`config.mk`:
```
export PLATFORM = sky130hd
export DESIGN_NAME = hart_mem_arbiter_flat
export DESIGN_NICKNAME = d
export VERILOG_FILES = /design/src/rtl/isa_types.sv /design/src/rtl/hart_mem_arbiter_if.sv /design/src/rtl/mem_lane_align.sv /design/src/rtl/hart_mem_arbiter.sv /design/src/flat_wrapper.sv
export SDC_FILE = /design/constraint.sdc
export NUM_CORES = 1
export LEC_CHECK = 0
export ABC_CLOCK_PERIOD_IN_PS = 3300
export BUFFER_PORTS_ARGS = -buffer_cell sky130_fd_sc_hd__buf_2
export CORE_MARGIN = 2
export CORE_UTILIZATION = 30
export DETAILED_ROUTE_END_ITERATION = 10
export PLACE_DENSITY = 0.5
export SLEW_MARGIN = 15
export SYNTH_ARGS = -nofsm -noshare
export SYNTH_HDL_FRONTEND = slang
export SYNTH_HIERARCHICAL = 1
export SYNTH_SLANG_ARGS = --single-unit
```
`constraint.sdc`:
```
create_clock -name clock -period 3.3 [get_ports clock]
set_clock_uncertainty 0.15 [all_clocks]
set_input_delay 0 -clock clock [delete_from_list [all_inputs] [get_ports clock]]
set_output_delay 0 -clock clock [all_outputs]
set_load 0.02 [all_outputs]
```
`src/rtl/isa_types.sv`:
```
// Shared ISA-level types: data width, access widths and memory-arbiter state/grant encodings.
package isa_types;

  localparam int unsigned XLEN = 32;

  typedef enum logic [1:0] {
    WIDTH_BYTE = 2'd0,
    WIDTH_HALF = 2'd1,
    WIDTH_WORD = 2'd2
  } write_width_t;

  typedef enum logic [1:0] {
    ARB_IDLE = 2'd0,
    ARB_BUSY = 2'd1,
    ARB_RESP = 2'd2
  } arb_state_t;

  typedef enum logic {
    GRANT_FETCH = 1'b0,
    GRANT_DATA  = 1'b1
  } arb_grant_t;

  // Request payload of whichever requester is being granted
  typedef struct packed {
    logic             we;
    write_width_t     width;
    logic [XLEN-1:0]  addr;
    logic [XLEN-1:0]  wdata;
  } arb_payload_t;

endpackage

```
`src/rtl/hart_mem_arbiter_if.sv`:
```
// Fetch, load/store and memory-bus handshake bundle for hart_mem_arbiter.
// slave = arbiter view; master = core + memory side view.
interface hart_mem_arbiter_if;
  import isa_types::*;

  logic             i_req;
  logic [XLEN-1:0]  i_addr;
  logic             i_ack;
  logic             i_err;
  logic [XLEN-1:0]  i_rdata;

  logic             d_req;
  logic             d_we;
  write_width_t     d_width;
  logic [XLEN-1:0]  d_addr;
  logic [XLEN-1:0]  d_wdata;
  logic             d_ack;
  logic             d_err;
  logic [XLEN-1:0]  d_rdata;

  logic             mem_req;
  logic             mem_we;
  logic [XLEN-1:0]  mem_addr;
  logic [3:0]       mem_be;
  logic [XLEN-1:0]  mem_wdata;
  logic             mem_ack;
  logic [XLEN-1:0]  mem_rdata;

  modport slave (
    input  i_req, i_addr, d_req, d_we, d_width, d_addr, d_wdata, mem_ack, mem_rdata,
    output i_ack, i_err, i_rdata, d_ack, d_err, d_rdata,
    output mem_req, mem_we, mem_addr, mem_be, mem_wdata
  );

  modport master (
    output i_req, i_addr, d_req, d_we, d_width, d_addr, d_wdata, mem_ack, mem_rdata,
    input  i_ack, i_err, i_rdata, d_ack, d_err, d_rdata,
    input  mem_req, mem_we, mem_addr, mem_be, mem_wdata
  );
endinterface

```
`src/rtl/mem_lane_align.sv`:
```
// Combinational lane logic: misalignment check, byte enables, write-data lane shift
// and right-aligned, zero-extended load extraction.
module mem_lane_align
  import isa_types::*;
(
  input  write_width_t     width,
  input  logic [1:0]       offset,
  input  logic [XLEN-1:0]  wdata,
  input  logic [XLEN-1:0]  rdata,
  output logic             misaligned_c,
  output logic [3:0]       be_c,
  output logic [XLEN-1:0]  wdata_c,
  output logic [XLEN-1:0]  rdata_c
);
  logic [XLEN-1:0] shifted;

  always_comb begin
    shifted      = rdata >> {offset, 3'b000};
    misaligned_c = 1'b0;
    be_c         = 4'b1111;
    wdata_c      = wdata;
    rdata_c      = shifted;
    case (width)
      WIDTH_BYTE: begin
        be_c    = 4'b0001 << offset;
        wdata_c = XLEN'(wdata[7:0]) << {offset, 3'b000};
        rdata_c = XLEN'(shifted[7:0]);
      end
      WIDTH_HALF: begin
        misaligned_c = offset[0];
        be_c         = offset[1] ? 4'b1100 : 4'b0011;
        wdata_c      = XLEN'(wdata[15:0]) << {offset[1], 4'b0000};
        rdata_c      = XLEN'(shifted[15:0]);
      end
      default: begin
        misaligned_c = (offset != 2'b00);
      end
    endcase
  end
endmodule

```
`src/rtl/hart_mem_arbiter.sv`:
```
// Serialises fetch and load/store requests onto the single memory port, with a stall watchdog.
// Define HART_MEM_ARB_RR_EN for round-robin arbitration (default: data over fetch).
module hart_mem_arbiter
  import isa_types::*;
#(
  parameter int unsigned TIMEOUT_CYCLES = 255
) (
  input logic               clock,
  input logic               reset_n,
  hart_mem_arbiter_if.slave bus
);
  localparam int unsigned       WDOG_W    = 16;
  localparam logic [WDOG_W-1:0] WDOG_LAST = WDOG_W'(TIMEOUT_CYCLES - 1);

  arb_state_t        state_q, state_d;
  arb_grant_t        grant_q, grant_d, sel_grant;
  write_width_t      width_q, width_d;
  logic [1:0]        off_q, off_d;
  logic [WDOG_W-1:0] wdog_q, wdog_d;
  arb_payload_t      sel_pay;

  logic              i_ack_q, i_ack_d, i_err_q, i_err_d;
  logic              d_ack_q, d_ack_d, d_err_q, d_err_d;
  logic [XLEN-1:0]   i_rdata_q, i_rdata_d, d_rdata_q, d_rdata_d;
  logic              mem_req_q, mem_req_d, mem_we_q, mem_we_d;
  logic [XLEN-1:0]   mem_addr_q, mem_addr_d, mem_wdata_q, mem_wdata_d;
  logic [3:0]        mem_be_q, mem_be_d;

  logic              resp_vld, resp_err;
  arb_grant_t        resp_grant;
  logic [XLEN-1:0]   resp_word, resp_lane;

  write_width_t      al_width;
  logic [1:0]        al_off;
  logic              al_mis;
  logic [3:0]        al_be;
  logic [XLEN-1:0]   al_wdata, al_rdata;

  // grant_q doubles as the last-grant record: it resets to fetch and updates on every grant
  always_comb begin
`ifdef HART_MEM_ARB_RR_EN
    if (bus.d_req && bus.i_req) begin
      sel_grant = (grant_q == GRANT_DATA) ? GRANT_FETCH : GRANT_DATA;
    end else begin
      sel_grant = bus.d_req ? GRANT_DATA : GRANT_FETCH;
    end
`else
    sel_grant = bus.d_req ? GRANT_DATA : GRANT_FETCH;
`endif
    if (sel_grant == GRANT_DATA) begin
      sel_pay = '{we: bus.d_we, width: bus.d_width, addr: bus.d_addr, wdata: bus.d_wdata};
    end else begin
      sel_pay = '{we: 1'b0, width: WIDTH_WORD, addr: bus.i_addr, wdata: XLEN'(0)};
    end
  end

  // Aligner sees the incoming payload in IDLE and the registered access afterwards
  assign al_width = (state_q == ARB_IDLE) ? sel_pay.width : width_q;
  assign al_off   = (state_q == ARB_IDLE) ? sel_pay.addr[1:0] : off_q;

  mem_lane_align u_align (
    .width        (al_width),
    .offset       (al_off),
    .wdata        (sel_pay.wdata),
    .rdata        (bus.mem_rdata),
    .misaligned_c (al_mis),
    .be_c         (al_be),
    .wdata_c      (al_wdata),
    .rdata_c      (al_rdata)
  );

  // Next-state and registered-output logic
  always_comb begin
    state_d     = state_q;
    grant_d     = grant_q;
    width_d     = width_q;
    off_d       = off_q;
    wdog_d      = wdog_q;
    mem_req_d   = 1'b0;
    mem_we_d    = 1'b0;
    mem_addr_d  = '0;
    mem_be_d    = '0;
    mem_wdata_d = '0;
    resp_vld    = 1'b0;
    resp_err    = 1'b0;
    resp_grant  = grant_q;
    resp_word   = '0;
    resp_lane   = '0;

    case (state_q)
      ARB_IDLE: begin
        if (bus.i_req || bus.d_req) begin
          grant_d = sel_grant;
          width_d = sel_pay.width;
          off_d   = sel_pay.addr[1:0];
          if (al_mis) begin
            state_d    = ARB_RESP;
            resp_vld   = 1'b1;
            resp_err   = 1'b1;
            resp_grant = sel_grant;
          end else begin
            state_d     = ARB_BUSY;
            mem_req_d   = 1'b1;
            mem_we_d    = sel_pay.we;
            mem_addr_d  = {sel_pay.addr[XLEN-1:2], 2'b00};
            mem_be_d    = al_be;
            mem_wdata_d = al_wdata;
          end
        end
      end
      ARB_BUSY: begin
        if (bus.mem_ack) begin
          state_d   = ARB_RESP;
          wdog_d    = '0;
          resp_vld  = 1'b1;
          resp_word = bus.mem_rdata;
          resp_lane = al_rdata;
        end else if (wdog_q == WDOG_LAST) begin
          state_d  = ARB_RESP;
          wdog_d   = '0;
          resp_vld = 1'b1;
          resp_err = 1'b1;
        end else begin
          wdog_d      = wdog_q + WDOG_W'(1);
          mem_req_d   = 1'b1;
          mem_we_d    = mem_we_q;
          mem_addr_d  = mem_addr_q;
          mem_be_d    = mem_be_q;
          mem_wdata_d = mem_wdata_q;
        end
      end
      ARB_RESP: state_d = ARB_IDLE;
      default:  state_d = ARB_IDLE;
    endcase

    i_ack_d   = resp_vld && (resp_grant == GRANT_FETCH);
    d_ack_d   = resp_vld && (resp_grant == GRANT_DATA);
    i_err_d   = i_ack_d && resp_err;
    d_err_d   = d_ack_d && resp_err;
    i_rdata_d = i_ack_d ? resp_word : '0;
    d_rdata_d = d_ack_d ? resp_lane : '0;
  end

  always_ff @(posedge clock or negedge reset_n) begin
    if (!reset_n) begin
      state_q     <= ARB_IDLE;
      grant_q     <= GRANT_FETCH;
      width_q     <= WIDTH_BYTE;
      off_q       <= '0;
      wdog_q      <= '0;
      i_ack_q     <= 1'b0;
      i_err_q     <= 1'b0;
      i_rdata_q   <= '0;
      d_ack_q     <= 1'b0;
      d_err_q     <= 1'b0;
      d_rdata_q   <= '0;
      mem_req_q   <= 1'b0;
      mem_we_q    <= 1'b0;
      mem_addr_q  <= '0;
      mem_be_q    <= '0;
      mem_wdata_q <= '0;
    end else begin
      state_q     <= state_d;
      grant_q     <= grant_d;
      width_q     <= width_d;
      off_q       <= off_d;
      wdog_q      <= wdog_d;
      i_ack_q     <= i_ack_d;
      i_err_q     <= i_err_d;
      i_rdata_q   <= i_rdata_d;
      d_ack_q     <= d_ack_d;
      d_err_q     <= d_err_d;
      d_rdata_q   <= d_rdata_d;
      mem_req_q   <= mem_req_d;
      mem_we_q    <= mem_we_d;
      mem_addr_q  <= mem_addr_d;
      mem_be_q    <= mem_be_d;
      mem_wdata_q <= mem_wdata_d;
    end
  end

  assign bus.i_ack     = i_ack_q;
  assign bus.i_err     = i_err_q;
  assign bus.i_rdata   = i_rdata_q;
  assign bus.d_ack     = d_ack_q;
  assign bus.d_err     = d_err_q;
  assign bus.d_rdata   = d_rdata_q;
  assign bus.mem_req   = mem_req_q;
  assign bus.mem_we    = mem_we_q;
  assign bus.mem_addr  = mem_addr_q;
  assign bus.mem_be    = mem_be_q;
  assign bus.mem_wdata = mem_wdata_q;
endmodule

```
`src/flat_wrapper.sv`:
```
// flat-port wrapper written by rule: the top's interface ports become plain ports
module hart_mem_arbiter_flat import isa_types::*;
#(
  parameter int unsigned TIMEOUT_CYCLES = 255
)
  (clock, reset_n, bus_i_req, bus_i_addr, bus_d_req, bus_d_we, bus_d_width, bus_d_addr, bus_d_wdata, bus_mem_ack, bus_mem_rdata, bus_i_ack, bus_i_err, bus_i_rdata, bus_d_ack, bus_d_err, bus_d_rdata, bus_mem_req, bus_mem_we, bus_mem_addr, bus_mem_be, bus_mem_wdata);
  hart_mem_arbiter_if bus_i ();
  input logic clock;
  input logic reset_n;
  input wire logic [$bits(bus_i.i_req)-1:0] bus_i_req;
  input wire logic [$bits(bus_i.i_addr)-1:0] bus_i_addr;
  input wire logic [$bits(bus_i.d_req)-1:0] bus_d_req;
  input wire logic [$bits(bus_i.d_we)-1:0] bus_d_we;
  input wire logic [$bits(bus_i.d_width)-1:0] bus_d_width;
  input wire logic [$bits(bus_i.d_addr)-1:0] bus_d_addr;
  input wire logic [$bits(bus_i.d_wdata)-1:0] bus_d_wdata;
  input wire logic [$bits(bus_i.mem_ack)-1:0] bus_mem_ack;
  input wire logic [$bits(bus_i.mem_rdata)-1:0] bus_mem_rdata;
  output wire logic [$bits(bus_i.i_ack)-1:0] bus_i_ack;
  output wire logic [$bits(bus_i.i_err)-1:0] bus_i_err;
  output wire logic [$bits(bus_i.i_rdata)-1:0] bus_i_rdata;
  output wire logic [$bits(bus_i.d_ack)-1:0] bus_d_ack;
  output wire logic [$bits(bus_i.d_err)-1:0] bus_d_err;
  output wire logic [$bits(bus_i.d_rdata)-1:0] bus_d_rdata;
  output wire logic [$bits(bus_i.mem_req)-1:0] bus_mem_req;
  output wire logic [$bits(bus_i.mem_we)-1:0] bus_mem_we;
  output wire logic [$bits(bus_i.mem_addr)-1:0] bus_mem_addr;
  output wire logic [$bits(bus_i.mem_be)-1:0] bus_mem_be;
  output wire logic [$bits(bus_i.mem_wdata)-1:0] bus_mem_wdata;
  assign bus_i.i_req = bus_i_req;
  assign bus_i.i_addr = bus_i_addr;
  assign bus_i.d_req = bus_d_req;
  assign bus_i.d_we = bus_d_we;
  assign bus_i.d_width = bus_d_width;
  assign bus_i.d_addr = bus_d_addr;
  assign bus_i.d_wdata = bus_d_wdata;
  assign bus_i.mem_ack = bus_mem_ack;
  assign bus_i.mem_rdata = bus_mem_rdata;
  assign bus_i_ack = bus_i.i_ack;
  assign bus_i_err = bus_i.i_err;
  assign bus_i_rdata = bus_i.i_rdata;
  assign bus_d_ack = bus_i.d_ack;
  assign bus_d_err = bus_i.d_err;
  assign bus_d_rdata = bus_i.d_rdata;
  assign bus_mem_req = bus_i.mem_req;
  assign bus_mem_we = bus_i.mem_we;
  assign bus_mem_addr = bus_i.mem_addr;
  assign bus_mem_be = bus_i.mem_be;
  assign bus_mem_wdata = bus_i.mem_wdata;
  hart_mem_arbiter #(.TIMEOUT_CYCLES(TIMEOUT_CYCLES)) u_core (.clock(clock), .reset_n(reset_n), .bus(bus_i));
endmodule
```
==> summary.txt <==
Outcome
  • Status: finished clean

Global route
  • GR Layer Usage met2: 0.312
  • First-pass GRT wire length: 38.8 mm
  • Vias in the first global route: 7046
  • Largest net degree at the start of global routing: 71
  • Antenna violations before repair: 2
  • Met1 GRT Util: 0.241
  • Tot GR Track Use: 0.192
  • Met3 Use GR: 0.0444
  • Total grt overflow: 0
  • GRT Max-Usage Layer: met2

Worst setup path
  • Flop2flop setup slack: 0.18 ns
  • Reg-to-Reg End: u_core/bus.mem_wdata[16]$_DFFE_PN0P_
  • WP data arrival: 3.34 ns
  • Worst EP required: roughly 3.5 ns
  • Worst setup SP type: flip-flop
  • Worst reg-to-reg path cell count: 10
  • Reg2reg start: u_core/state_q[1]$_DFFE_PN0P_
  • Crit end category: flip-flop
  • CP Class: flip-flop to flip-flop
  • Crit Path Max Fanout: 31

Logic synthesis
  • Asr flop ratio synth: 1.00
  • Synth top area cells: dfrtp_1 (53%), and2_1 (9.5%), mux2i_1 (6.4%), a22o_1 (5.7%), o2bb2ai_1 (4.5%)
  • Syn avg cell area: 11.2 um2
  • Yosys warnings: 6
  • Synth Instances: about 670
  • Top cell type by total area after synthesis: dfrtp_1
  • FF+latch count, synth: 159
  • Synthesized area: between 0.007 and 0.008 mm2
  • Post-synth cell types: 52
  • Number of synthesized flops with an enable pin: 0
  • Post-synth top area share: 0.533
  • Post-synth top flop: dfrtp_1
  • Register area share after synthesis: 0.533

Routing
  • DRT iter0 DRCs: 307
  • Drt wl/cell: 17.9 um
  • Drt drc: 0
  • Post-route ant nets: 0
  • Pre-antenna DRT Iters: 5
  • Routed WL: 25.0 mm
  • Total vias in the final route: 6684
  • Vias per Instance: 4.78

Clock tree
  • TritonCTS Sinks: about 160
  • Reg clk slew, reported paths: 0.07 ns
  • TritonCTS buffer count: 17
  • Worst-Skew Late Latency: approximately 0.43 ns
  • CTS tree: done
  • CTS Buffer Depth: 2
  • Post-CTS Setup Inserts: 0
  • H-tree Lvls: 4
  • Root Driver: clkbuf_16

Floorplanning
  • Core Area: 0.0244 mm2
  • Die area: 0.0262 mm2
  • Initial Utilization: 0.306
  • FP Rows: 57
  • Die width: 162 um
  • Die H: 162 um
  • # IOs: 274

Place
  • PortBufs: 271
  • DP Cell Count: 1234
  • GPL Wtd Cong: 0.777
  • HPWL after DPL: 16.4 mm

STA
  • RSZ-0062 raised after global routing: false
  • Slew Limit Fails: 0
  • Hold slack: 0.0222 ns
  • Max Freq: 0.320 GHz
  • Final setup TNS: 0 ns
  • Hold Vio Cnt, Final: 0
  • Fin crit share: 0.946
  • Least-Margin Pin Slew: between 0.8 and 0.9 ns
  • Final setup viols: 0
  • Worst slew margin: 0.453
  • Post-route minimum period: 3.12 ns

Worst hold path
  • Hold EP: u_core/bus.mem_wdata[19]$_DFFE_PN0P_
  • Hold crit path type: primary input to flip-flop
  • Worst hold stages: 4
  • Min-delay src: bus_d_wdata[3]

Cells and area
  • Fin util: 0.453
  • Seq. cell area: between 0.003 and 0.004 mm2
  • Area growth from synthesis to layout: 48.0%
  • Fill cells: ~2300
  • Share of post-route cells with drive strength above 1: 0.311
  • Most frequent cells in the layout: buf_2 (270), dfrtp_1 (159), dlygate4sd3_1 (132), and2_1 (114), a22o_1 (49)
  • Most common cell after layout, fill and taps aside: buf_2
  • Area of the multi-input gates: between 0.003 and 0.004 mm2
  • Nets: 1199
  • Non-filler cells, final: 1399

Power and ir drop
  • Pwr Density: 688 mW/mm2
  • Max VDD drop: 0.000444 V
  • Leak: 5.62 nW

Flow run
  • Max cap viols: 0
worst max-delay path, stage by stage (launching register included):
cell	delay, ns
dfrtp_1	0.45
nor2_1	0.13
buf_4	0.20
nand2_1	0.11
o22a_1	0.25
buf_4	0.25
nand2b_1	0.34
nor2_4	0.32
a22o_1	0.18
dlygate4sd3_1	0.56
a22o_1	0.13
where the power goes:
part	leakage, nW	internal, mW	switching [mW]	total (mW)
Clock	0.286	1.09	0.896	1.98
Combinational	3.16	1.18	1.91	3.09
Sequential	2.18	2.31	0.227	2.54
per-stage QoR:
stage          instance area (um2)  setup slack (ns)  power [mW]
3_3_place_gp                  9150             0.569        5.48
5_1_grt                      11100           0.00200        8.08
4_1_cts                      11000             0.191        7.67
6_report                     11100             0.177        7.61
3_5_place_dp                  9150             0.455        5.47
2_1_floorplan                 7470             0.266        4.53
routing by layer:
metal / part of all wire / vias up
met2: 0.48 / 240
met1: 0.43 / 3229
met5: 0.00052 / -
met3: 0.051 / 62
met4: 0.037 / 2
li1: - / 3151
state kept, by name (all words and copies together) (netlist names):
signal	count
u_core/bus.mem_wdata	32
u_core/bus.i_ack	1
u_core/bus.mem_req	1
u_core/wdog_q	16
u_core/bus.mem_addr	30
u_core/state_q	2
u_core/bus.d_rdata	32
u_core/bus.i_err	1
u_core/bus.i_rdata	32
u_core/bus.mem_be	4
u_core/bus.mem_we	1
u_core/off_q	2
u_core/bus.d_ack	1
u_core/width_q	2
u_core/bus.d_err	1
u_core/grant_q	1
cell usage after synthesis (all sizes together), types with 13 or more instances:
cell type,number
nor2b,13
a22o,49
o2bb2ai,38
buf,22
clkbuf,25
nor2,41
a21oi,15
mux2i,48
o21ai,27
nand2,30
dfrtp,159
and2,114
area by class of cell:
cell class / count / share of cell area
diodes: 1 / 0.000226
clock buffers: 18 / 0.0397
clock inverters: 14 / 0.0128
inverters: 4 / 0.00136
multi-input cells: 459 / 0.294
flip-flops and latches: 159 / 0.360
well taps: 324 / 0.0367
repair buffers: 420 / 0.256
repair_timing:
item / 4_1_cts / 5_1_grt
gates resized for setup: 0 / 1
endpoints found under the hold margin: 255 / 0
endpoints found under the setup margin: 0 / 1
hold buffers: 132 / 0
worst max-delay path by stage:
stage	start	to	slack, ns	cells past startpoint
after floorplan	u_core/state_q[1]$_DFFE_PN0P_	u_core/bus.i_rdata[10]$_DFF_PN0_	0.27	12
after global placement	u_core/state_q[1]$_DFFE_PN0P_	u_core/bus.i_rdata[1]$_DFF_PN0_	0.57	11
after detailed placement	u_core/state_q[1]$_DFFE_PN0P_	u_core/bus.i_rdata[2]$_DFF_PN0_	0.46	11
after CTS	u_core/state_q[1]$_DFFE_PN0P_	u_core/bus.mem_wdata[16]$_DFFE_PN0P_	0.19	10
after global routing	u_core/state_q[1]$_DFFE_PN0P_	u_core/bus.mem_wdata[16]$_DFFE_PN0P_	0.002	10
final	u_core/state_q[1]$_DFFE_PN0P_	u_core/bus.mem_wdata[16]$_DFFE_PN0P_	0.18	10
kinds of logic after synthesis:
family / synth area share
buffers and inverters: 0.0365
adder cells (fa/ha/maj): 0.00335
multiplexers: 0.0658
AND/OR/NAND/NOR: 0.182
flip-flops: 0.533
other: 0.000502
XOR/XNOR: 0.0117
AO/OA/AOI/OAI: 0.168
Power figures use the tool's default switching activity.
